==> src/rtl/alu_pkg.sv <==
// rtl/alu_pkg.sv - shared ALU opcodes, width and arithmetic-class helper
package alu_pkg;
    localparam int DW = 32;

    typedef enum logic [2:0] {
        OP_NOT = 3'b000,
        OP_AND = 3'b001,
        OP_XOR = 3'b010,
        OP_OR  = 3'b011,
        OP_DEC = 3'b100,
        OP_ADD = 3'b101,
        OP_SUB = 3'b110,
        OP_INC = 3'b111
    } alu_op_e;

    function automatic logic is_arith(input logic [2:0] op);
        return op[2];
    endfunction
endpackage

==> src/rtl/alu_issue_stage_if.sv <==
// rtl/alu_issue_stage_if.sv - instruction issue handshake bundle
interface alu_issue_stage_if #(
    parameter int AW = 3
);
    logic          in_valid;
    logic          in_ready;
    logic [2:0]    in_op;
    logic [AW-1:0] in_rd;
    logic [AW-1:0] in_rs1;
    logic [AW-1:0] in_rs2;

    modport master (output in_valid, in_op, in_rd, in_rs1, in_rs2, input in_ready);
    modport slave  (input in_valid, in_op, in_rd, in_rs1, in_rs2, output in_ready);
endinterface

==> src/rtl/alu_regfile.sv <==
// rtl/alu_regfile.sv - NREG x DW register file, two async read ports, r0 reads zero
module alu_regfile #(
    parameter  int DW   = 32,
    parameter  int NREG = 8,
    localparam int AW   = $clog2(NREG)
) (
    input  logic          clk,
    input  logic          rst,
    input  logic [AW-1:0] i_rd_addr0,
    output logic [DW-1:0] o_rd_data0,
    input  logic [AW-1:0] i_rd_addr1,
    output logic [DW-1:0] o_rd_data1,
    input  logic          i_wb_en,
    input  logic [AW-1:0] i_wb_addr,
    input  logic [DW-1:0] i_wb_data,
    input  logic          i_ld_en,
    input  logic [AW-1:0] i_ld_addr,
    input  logic [DW-1:0] i_ld_data
);
    logic [DW-1:0] r_mem [NREG];

    // Entry 0 is never written; writeback beats a load to the same entry.
    always_ff @(posedge clk or posedge rst) begin
        if (rst) begin
            for (int i = 0; i < NREG; i++) r_mem[i] <= '0;
        end else begin
            for (int i = 1; i < NREG; i++) begin
                if (i_wb_en && i_wb_addr == AW'(i))
                    r_mem[i] <= i_wb_data;
                else if (i_ld_en && i_ld_addr == AW'(i))
                    r_mem[i] <= i_ld_data;
            end
        end
    end

    assign o_rd_data0 = (i_rd_addr0 == '0) ? '0 : r_mem[i_rd_addr0];
    assign o_rd_data1 = (i_rd_addr1 == '0) ? '0 : r_mem[i_rd_addr1];
endmodule

==> src/rtl/alu_issue_stage.sv <==
// rtl/alu_issue_stage.sv - operand issue, forwarding and writeback around a combinational ALU
module alu_issue_stage
    import alu_pkg::*;
#(
    parameter  int DW   = alu_pkg::DW,
    parameter  int NREG = 8,
    localparam int AW   = $clog2(NREG)
) (
    input  logic            clk,
    input  logic            rst,
    alu_issue_stage_if.slave issue,
    input  logic            ld_valid,
    input  logic [AW-1:0]   ld_rd,
    input  logic [DW-1:0]   ld_data,
    input  logic            hold,
    output logic [DW-1:0]   alu_a,
    output logic [DW-1:0]   alu_b,
    output logic [2:0]      alu_s,
    input  logic [DW-1:0]   alu_result,
    input  logic            alu_overflow,
    output logic            wb_valid,
    output logic [AW-1:0]   wb_rd,
    output logic [DW-1:0]   wb_data,
    output logic            ovf_sticky,
    input  logic            ovf_clr,
    output logic [15:0]     retire_cnt
);
    logic [DW-1:0] w_rf_a, w_rf_b, w_op_a, w_op_b;
    logic          w_accept, w_retire, w_fwd_a, w_fwd_b, w_ovf_set;

    logic          r_ex_valid;
    logic [AW-1:0] r_ex_rd;
    logic [DW-1:0] r_alu_a, r_alu_b;
    logic [2:0]    r_alu_s;
    logic          r_wb_valid;
    logic [AW-1:0] r_wb_rd;
    logic [DW-1:0] r_wb_data;
    logic          r_ovf_sticky;
    logic [15:0]   r_retire_cnt;

    assign issue.in_ready = !hold && !ld_valid;
    assign w_accept       = issue.in_valid && !hold && !ld_valid;
    assign w_retire       = r_ex_valid && !hold;

    // Distance-1 dependency: the value being written this edge is still only on the ALU output.
    assign w_fwd_a = r_ex_valid && (r_ex_rd == issue.in_rs1) && (issue.in_rs1 != '0);
    assign w_fwd_b = r_ex_valid && (r_ex_rd == issue.in_rs2) && (issue.in_rs2 != '0);
    assign w_op_a  = w_fwd_a ? alu_result : w_rf_a;
    assign w_op_b  = w_fwd_b ? alu_result : w_rf_b;

    assign w_ovf_set = w_retire && is_arith(r_alu_s) && alu_overflow;

    alu_regfile #(.DW(DW), .NREG(NREG)) u_regfile (
        .clk        (clk),
        .rst        (rst),
        .i_rd_addr0 (issue.in_rs1),
        .o_rd_data0 (w_rf_a),
        .i_rd_addr1 (issue.in_rs2),
        .o_rd_data1 (w_rf_b),
        .i_wb_en    (w_retire),
        .i_wb_addr  (r_ex_rd),
        .i_wb_data  (alu_result),
        .i_ld_en    (ld_valid),
        .i_ld_addr  (ld_rd),
        .i_ld_data  (ld_data)
    );

    always_ff @(posedge clk or posedge rst) begin
        if (rst) begin
            r_ex_valid <= 1'b0;
            r_ex_rd    <= '0;
            r_alu_a    <= '0;
            r_alu_b    <= '0;
            r_alu_s    <= '0;
        end else if (!hold) begin
            r_ex_valid <= w_accept;
            if (w_accept) begin
                r_ex_rd <= issue.in_rd;
                r_alu_a <= w_op_a;
                r_alu_b <= w_op_b;
                r_alu_s <= issue.in_op;
            end
        end
    end

    always_ff @(posedge clk or posedge rst) begin
        if (rst) begin
            r_wb_valid   <= 1'b0;
            r_wb_rd      <= '0;
            r_wb_data    <= '0;
            r_retire_cnt <= '0;
            r_ovf_sticky <= 1'b0;
        end else begin
            r_wb_valid <= w_retire;
            if (w_retire) begin
                r_wb_rd      <= r_ex_rd;
                r_wb_data    <= alu_result;
                r_retire_cnt <= r_retire_cnt + 16'd1;
            end
            if (w_ovf_set)
                r_ovf_sticky <= 1'b1;
            else if (ovf_clr)
                r_ovf_sticky <= 1'b0;
        end
    end

    assign alu_a      = r_alu_a;
    assign alu_b      = r_alu_b;
    assign alu_s      = r_alu_s;
    assign wb_valid   = r_wb_valid;
    assign wb_rd      = r_wb_rd;
    assign wb_data    = r_wb_data;
    assign ovf_sticky = r_ovf_sticky;
    assign retire_cnt = r_retire_cnt;
endmodule
==> src/flat_wrapper.sv <==
// flat-port wrapper written by rule: the top's interface ports become plain ports
module alu_issue_stage_flat import alu_pkg::*;
#(
    parameter  int DW   = alu_pkg::DW,
    parameter  int NREG = 8,
    localparam int AW   = $clog2(NREG)
)
  (clk, rst, ld_valid, ld_rd, ld_data, hold, alu_a, alu_b, alu_s, alu_result, alu_overflow, wb_valid, wb_rd, wb_data, ovf_sticky, ovf_clr, retire_cnt, issue_in_valid, issue_in_op, issue_in_rd, issue_in_rs1, issue_in_rs2, issue_in_ready);
  alu_issue_stage_if issue_i ();
  input  logic clk;
  input  logic rst;
  input  logic ld_valid;
  input  logic [AW-1:0] ld_rd;
  input  logic [DW-1:0] ld_data;
  input  logic hold;
  output logic [DW-1:0] alu_a;
  output logic [DW-1:0] alu_b;
  output logic [2:0] alu_s;
  input  logic [DW-1:0] alu_result;
  input  logic alu_overflow;
  output logic wb_valid;
  output logic [AW-1:0] wb_rd;
  output logic [DW-1:0] wb_data;
  output logic ovf_sticky;
  input  logic ovf_clr;
  output logic [15:0] retire_cnt;
  input wire logic [$bits(issue_i.in_valid)-1:0] issue_in_valid;
  input wire logic [$bits(issue_i.in_op)-1:0] issue_in_op;
  input wire logic [$bits(issue_i.in_rd)-1:0] issue_in_rd;
  input wire logic [$bits(issue_i.in_rs1)-1:0] issue_in_rs1;
  input wire logic [$bits(issue_i.in_rs2)-1:0] issue_in_rs2;
  output wire logic [$bits(issue_i.in_ready)-1:0] issue_in_ready;
  assign issue_i.in_valid = issue_in_valid;
  assign issue_i.in_op = issue_in_op;
  assign issue_i.in_rd = issue_in_rd;
  assign issue_i.in_rs1 = issue_in_rs1;
  assign issue_i.in_rs2 = issue_in_rs2;
  assign issue_in_ready = issue_i.in_ready;
  alu_issue_stage #(.DW(DW), .NREG(NREG)) u_core (.clk(clk), .rst(rst), .issue(issue_i), .ld_valid(ld_valid), .ld_rd(ld_rd), .ld_data(ld_data), .hold(hold), .alu_a(alu_a), .alu_b(alu_b), .alu_s(alu_s), .alu_result(alu_result), .alu_overflow(alu_overflow), .wb_valid(wb_valid), .wb_rd(wb_rd), .wb_data(wb_data), .ovf_sticky(ovf_sticky), .ovf_clr(ovf_clr), .retire_cnt(retire_cnt));
endmodule
==> config.mk <==
export PLATFORM = sky130hd
export DESIGN_NAME = alu_issue_stage_flat
export DESIGN_NICKNAME = d
export VERILOG_FILES = /design/src/rtl/alu_pkg.sv /design/src/rtl/alu_issue_stage_if.sv /design/src/rtl/alu_regfile.sv /design/src/rtl/alu_issue_stage.sv /design/src/flat_wrapper.sv
export SDC_FILE = /design/constraint.sdc
export NUM_CORES = 1
export LEC_CHECK = 0
export ABC_CLOCK_PERIOD_IN_PS = 24400
export BUFFER_PORTS_ARGS = -buffer_cell sky130_fd_sc_hd__buf_2
export CAP_MARGIN = 10
export CORE_ASPECT_RATIO = 1.75
export CORE_MARGIN = 3
export CORE_UTILIZATION = 55
export CTS_BUF_LIST = sky130_fd_sc_hd__clkbuf_16
export DETAILED_ROUTE_END_ITERATION = 6
export GPL_ROUTABILITY_DRIVEN = 0
export PLACE_DENSITY_LB_ADDON = 0.25
export SLEW_MARGIN = 20
export SYNTH_ARGS = -nofsm -noshare
export SYNTH_HDL_FRONTEND = slang
export SYNTH_SLANG_ARGS = --single-unit
==> constraint.sdc <==
create_clock -name clk -period 24.4 [get_ports clk]
set_clock_uncertainty 0.1 [all_clocks]
set_input_delay 4.88 -clock clk [delete_from_list [all_inputs] [get_ports clk]]
set_output_delay 4.88 -clock clk [all_outputs]
set_load 0.01 [all_outputs]
### Yosys cells after proc, flatten, opt, wreduce, memory -nomap -nowiden

Index checks and enable logic that the tools add are counted.

* bits of input ports: 86
* bits in registers: 348
* logic and storage cells: 104
* output and inout bits: 121

* multiplexer cells: 26
* add/subtract/negate cells: 1
* order comparisons: 2
* equality and inequality tests: 16
* reduce and logical (&&, ||, !) cells: 39
* bitwise gates (word level): 3

Operators with widths (number)
* $mux W32: 22
* $bmux W32 S3: 2
* $eq A3 B3 Y1 const B: 8
* $logic_and A1 B1 Y1: 24
* $add A16 B1 Y16 const B: 1
* $reduce_bool A2 Y1: 8
* $eq A3 B2 Y1 const B: 4
* $ge A4 B4 Y1 const B: 2
* $not A3 Y4: 2
* $eq A3 B1 Y1 const B: 2
* $eq A3 B3 Y1: 2
* $logic_not A3 Y1: 2
* $reduce_bool A3 Y1: 2
* $logic_not A1 Y1: 2
* $mux W1: 2
* $reduce_and A2 Y1: 1
* $not A1 Y1: 1

### Logic depth before layout (Yosys ltp)

* depth after elaboration: 6
* mapped depth: 7
* depth with buffers taken out: 5

### Modules after synthesis

From an unflattened synthesis, not the netlist that was laid out.

* cells, all modules: 1967
* area total of the unflattened synthesis: 19418.6 um2

Modules (own cells, without submodules)
* alu_regfile: cells each 1357, area an instance 13893.3 um2, instances 1, sequential area each 5605.4 um2
* alu_issue_stage: cells each 610, area an instance 5525.3 um2, instances 1, sequential area each 3103.0 um2

### Worst setup path before layout

OpenSTA, ideal clock, no wires.

* path kind: input port to output port
* from: input ld_valid
* to: output issue_in_ready
* path slack: 14.228 ns
* cell stages on the path: 2
* data required time: 19.420 ns
* buffers on the path: 1
* data arrival time: 5.192 ns
* cells stage by stage: buf_2 -> nor2_1

* word-level cells in the longest chain between the ends: 2

Ends and longest elaborated chain
* start: declaration: RTL line flat_wrapper.sv:12 `input logic ld_valid;`
* $logic_not A1 Y1: RTL line alu_issue_stage.sv:41 `assign issue.in_ready = !hold && !ld_valid;`
* $logic_and A1 B1 Y1: RTL line alu_issue_stage.sv:41
* end: declaration: RTL line flat_wrapper.sv:32 `output wire logic [$bits(issue_i.in_ready)-1:0] issue_in_ready;`

No other way between the ends.

### Worst setup path after layout

Same ends and word-level chain as after synthesis.

==> results.cfg <==
[clock_network]
clock_path_buffers = 3
clock_root_buffer = clkbuf_16
ctsHoldBuffers = 0
cts_bufs_inserted = 34
cts_sinks = 348
cts.htree.levels = 2
clock_latency_ps = 540
cts_tree = yes
clock_edge_transition_at_the_registers_on_the_reported_setup_and_hold_paths_ps = 60
post-cts-setup-buffers = 0
post_cts.resized_instances = 0

[floorplanning]
fp.dieH_um = 254
placement_rows = 90
core_area_um2 = 34600
initial_utilization_pct = 55.7
floorplan.die.width_um = 148
number_of_top_level_pins = 207
die_area_um2 = 37400

[drt]
drt-initial-drc-count = 1288
via_per_inst = 6.32
avgRoutedWirePerCell_um = 23.9
routed-via-count = 15300
postRouteWirelength_um = 57900
antenna_left = 0
drc = 0
first_pass_iters = 5

[logic_synthesis]
top_cell_type_by_total_area_after_synthesis = dfrtp_1
synth_top_flop_cell = dfrtp_1
ys.warnings.count = 32
synthesis.nets = 1944
synth_edf_count = 0
ys_seq_area_share_pct = 45.2
synth.avg_cell_area_um2 = 10.4
synthCells = 1857
yosys.area.top_type_share_pct = 45.2
synth-async-reset-ratio_pct = 100
mappedNetlistArea_um2 = 19300
netlist-cell-type-count = 47
ys_seq_elements = 348
synthTopCellsByArea = dfrtp_1 (45%), mux2i_1 (12%), mux4_2 (7.5%), nand2_1 (6.0%), o21ai_0 (4.1%)

[layout]
post_route_cells_drive_above_1_share_pct = 21.8
seq_area_um2 = 8710
num-fill-cells = 2876
nets = 2023
final_design_area_no_fill_um2 = 21300
area_of_combinational_cells_with_multiple_inputs_um2 = 9640
layout-area-overhead-vs-synth_pct = 10.4

[place]
dp_worst_setup_slack_ps = 14130
postPlaceCellArea_um2 = 20200
buffer_ports.inserted = 206
dpl.hpwl_um = 33300

[power_and_ir_drop]
vdd.ir_drop.worst_mv = 0.0602
p_per_area_nw_per_um2 = 90.8
power.static_leakage_nw = 9.94

[timing]
actual_slew_at_the_worst_max_slew_pin_ps = 1080
slew_headroom_pct = 27.9
rsz0062_at_grt = no
clock.fmax_ghz = 0.0973
setup-violations-final = 0
final.hold.worst_slack_ps = 369
final.setup.worst_slack_ps = 14120
timing_max_transition_violations_final = 0
final.setup.tns_ps = 0
hold_violations = 0
post-route-period-util_pct = 42.1
fin_crit_ps = 10280

[global_route]
overflow = 0
grt_pass1_vias = 15600
grt_max_degree = 139
first_pass_grt_wire_length_um = 89200
gr-usage-all-layers_pct = 30.6
grt_antenna_before_repair = 6

[setup_path]
setup.worst_path.class = primary input to primary output
crit_path_max_fanout = 9
crit_path_end_kind = primary output
crit-reg2reg-launch = u_core.r_ex_valid
critPathArrivalTime_ps = 5300
cp_data_required_time_ps = 19420
critical_path.reg2reg.endpoint = u_core.u_regfile.r_mem[47]
reg2reg_depth = 4
ff2ff_setup_slack_ps = 21320
start_kind = primary input

[min_path]
worst_hold_path_type = flip-flop to flip-flop
hold_end = u_core.retire_cnt[15]
hold_depth = 1
min-delay-start = u_core.retire_cnt[15]

[outcome]
status = complete, no violations

[flow_run]
max_cap_violations = 0
[layout make-up]
class                   count  share of cell area [%]
diodes                      4                  0.0470
well taps                 460                    2.70
clock buffers              37                    4.35
flip-flops and latches    348                    40.9
clock inverters            22                   0.664
multi-input cells        1316                    45.3
repair buffers            232                    5.90
inverters                   4                   0.106
[how the worst max path moves through the flow]
stage,end,cells after the start,startpoint
6_report,issue_in_ready,3,ld_valid
3_3_place_gp,issue_in_ready,3,ld_valid
2_1_floorplan,u_core.alu_a[0],1,rst
4_1_cts,issue_in_ready,3,ld_valid
5_1_grt,issue_in_ready,3,ld_valid
3_5_place_dp,issue_in_ready,3,ld_valid
[per-layer routing]
layer / global-route usage, % / vias to the layer above / part of all wire (%) / wire, um
li1: - / 6778 / - / -
met5: 0 / - / 0.081 / 47
met2: 54.0 / 664 / 51 / 29600
met3: 3.94 / 203 / 6.2 / 3610
met4: 15.5 / 8 / 5.3 / 3100
met1: 36.7 / 7653 / 37 / 21600
[registers in the layout, summed over array words and instances (netlist names)]
name and count:
u_core.r_ex_rd 3, u_core.r_ex_valid 1, u_core.alu_s 3, u_core.wb_valid 1, u_core.retire_cnt 16, u_core.ovf_sticky 1
u_core.u_regfile.r_mem 224, u_core.alu_a 32, u_core.alu_b 32, u_core.wb_rd 3, u_core.wb_data 32
[critical path, stage by stage]
cell	delay, ps
buf_2	210
nor2_1	60
buf_2	140
[cell families after synthesis]
group	synth area share, %
mux	23.2
flops	45.2
buf+inv	5.24
fa+ha+maj	0.0649
compound gates	13.5
simple gates	11.9
xor+xnor	0.909
[metrics by stage]
stage	total power, mW	util [%]	cells
after global placement	1.39	58.3	2359
after CTS	1.94	61.4	2418
final	1.93	61.6	2423
after global routing	2.04	61.5	2421
after detailed placement	1.42	58.3	2359
after floorplan	1.25	-	1857
[cell usage in the layout (no fill, tap or decap), types with 3 or more instances in the layout]
cell | Yosys | routed
a21oi_1 | 98 | 98
xor2_1 | 4 | 4
mux2_2 | 66 | 66
nand4b_1 | 4 | 4
nor2_1 | 103 | 101
nand3_1 | 5 | 5
nand4_1 | 6 | 6
clkbuf_16 | 0 | 37
inv_1 | 4 | 12
xnor2_1 | 16 | 16
nor3_4 | 1 | 3
mux4_2 | 64 | 64
mux2i_1 | 225 | 225
clkinv_1 | 0 | 7
buf_2 | 63 | 202
a22oi_1 | 63 | 63
buf_4 | 2 | 29
nor2b_1 | 66 | 64
o21ai_1 | 34 | 34
nor3b_4 | 0 | 4
nand2_1 | 306 | 306
dfrtp_1 | 348 | 348
mux2_1 | 3 | 3
a221o_1 | 64 | 64
o21ai_0 | 158 | 158
diode_2 | 0 | 4
[cell usage after synthesis, types with 5 or more instances]
| master | instances |
|---|---|
| a21oi_1 | 98 |
| a221o_1 | 64 |
| a22oi_1 | 63 |
| buf_1 | 8 |
| buf_2 | 63 |
| buf_6 | 25 |
| clkbuf_1 | 90 |
| dfrtp_1 | 348 |
| mux2_2 | 66 |
| mux2i_1 | 225 |
| mux4_2 | 64 |
| nand2_1 | 306 |
| nand3_1 | 5 |
| nand4_1 | 6 |
| nor2_1 | 103 |
| nor2b_1 | 66 |
| o21ai_0 | 158 |
| o21ai_1 | 34 |
| xnor2_1 | 16 |
[power by group]
group	internal (mW)	switching, mW	total [mW]
combinational	0.278	0.247	0.525
clock	0.293	0.226	0.519
sequential	0.755	0.134	0.889
total	1.33	0.607	1.93
Note: power is estimated with default switching activity, not from simulation.
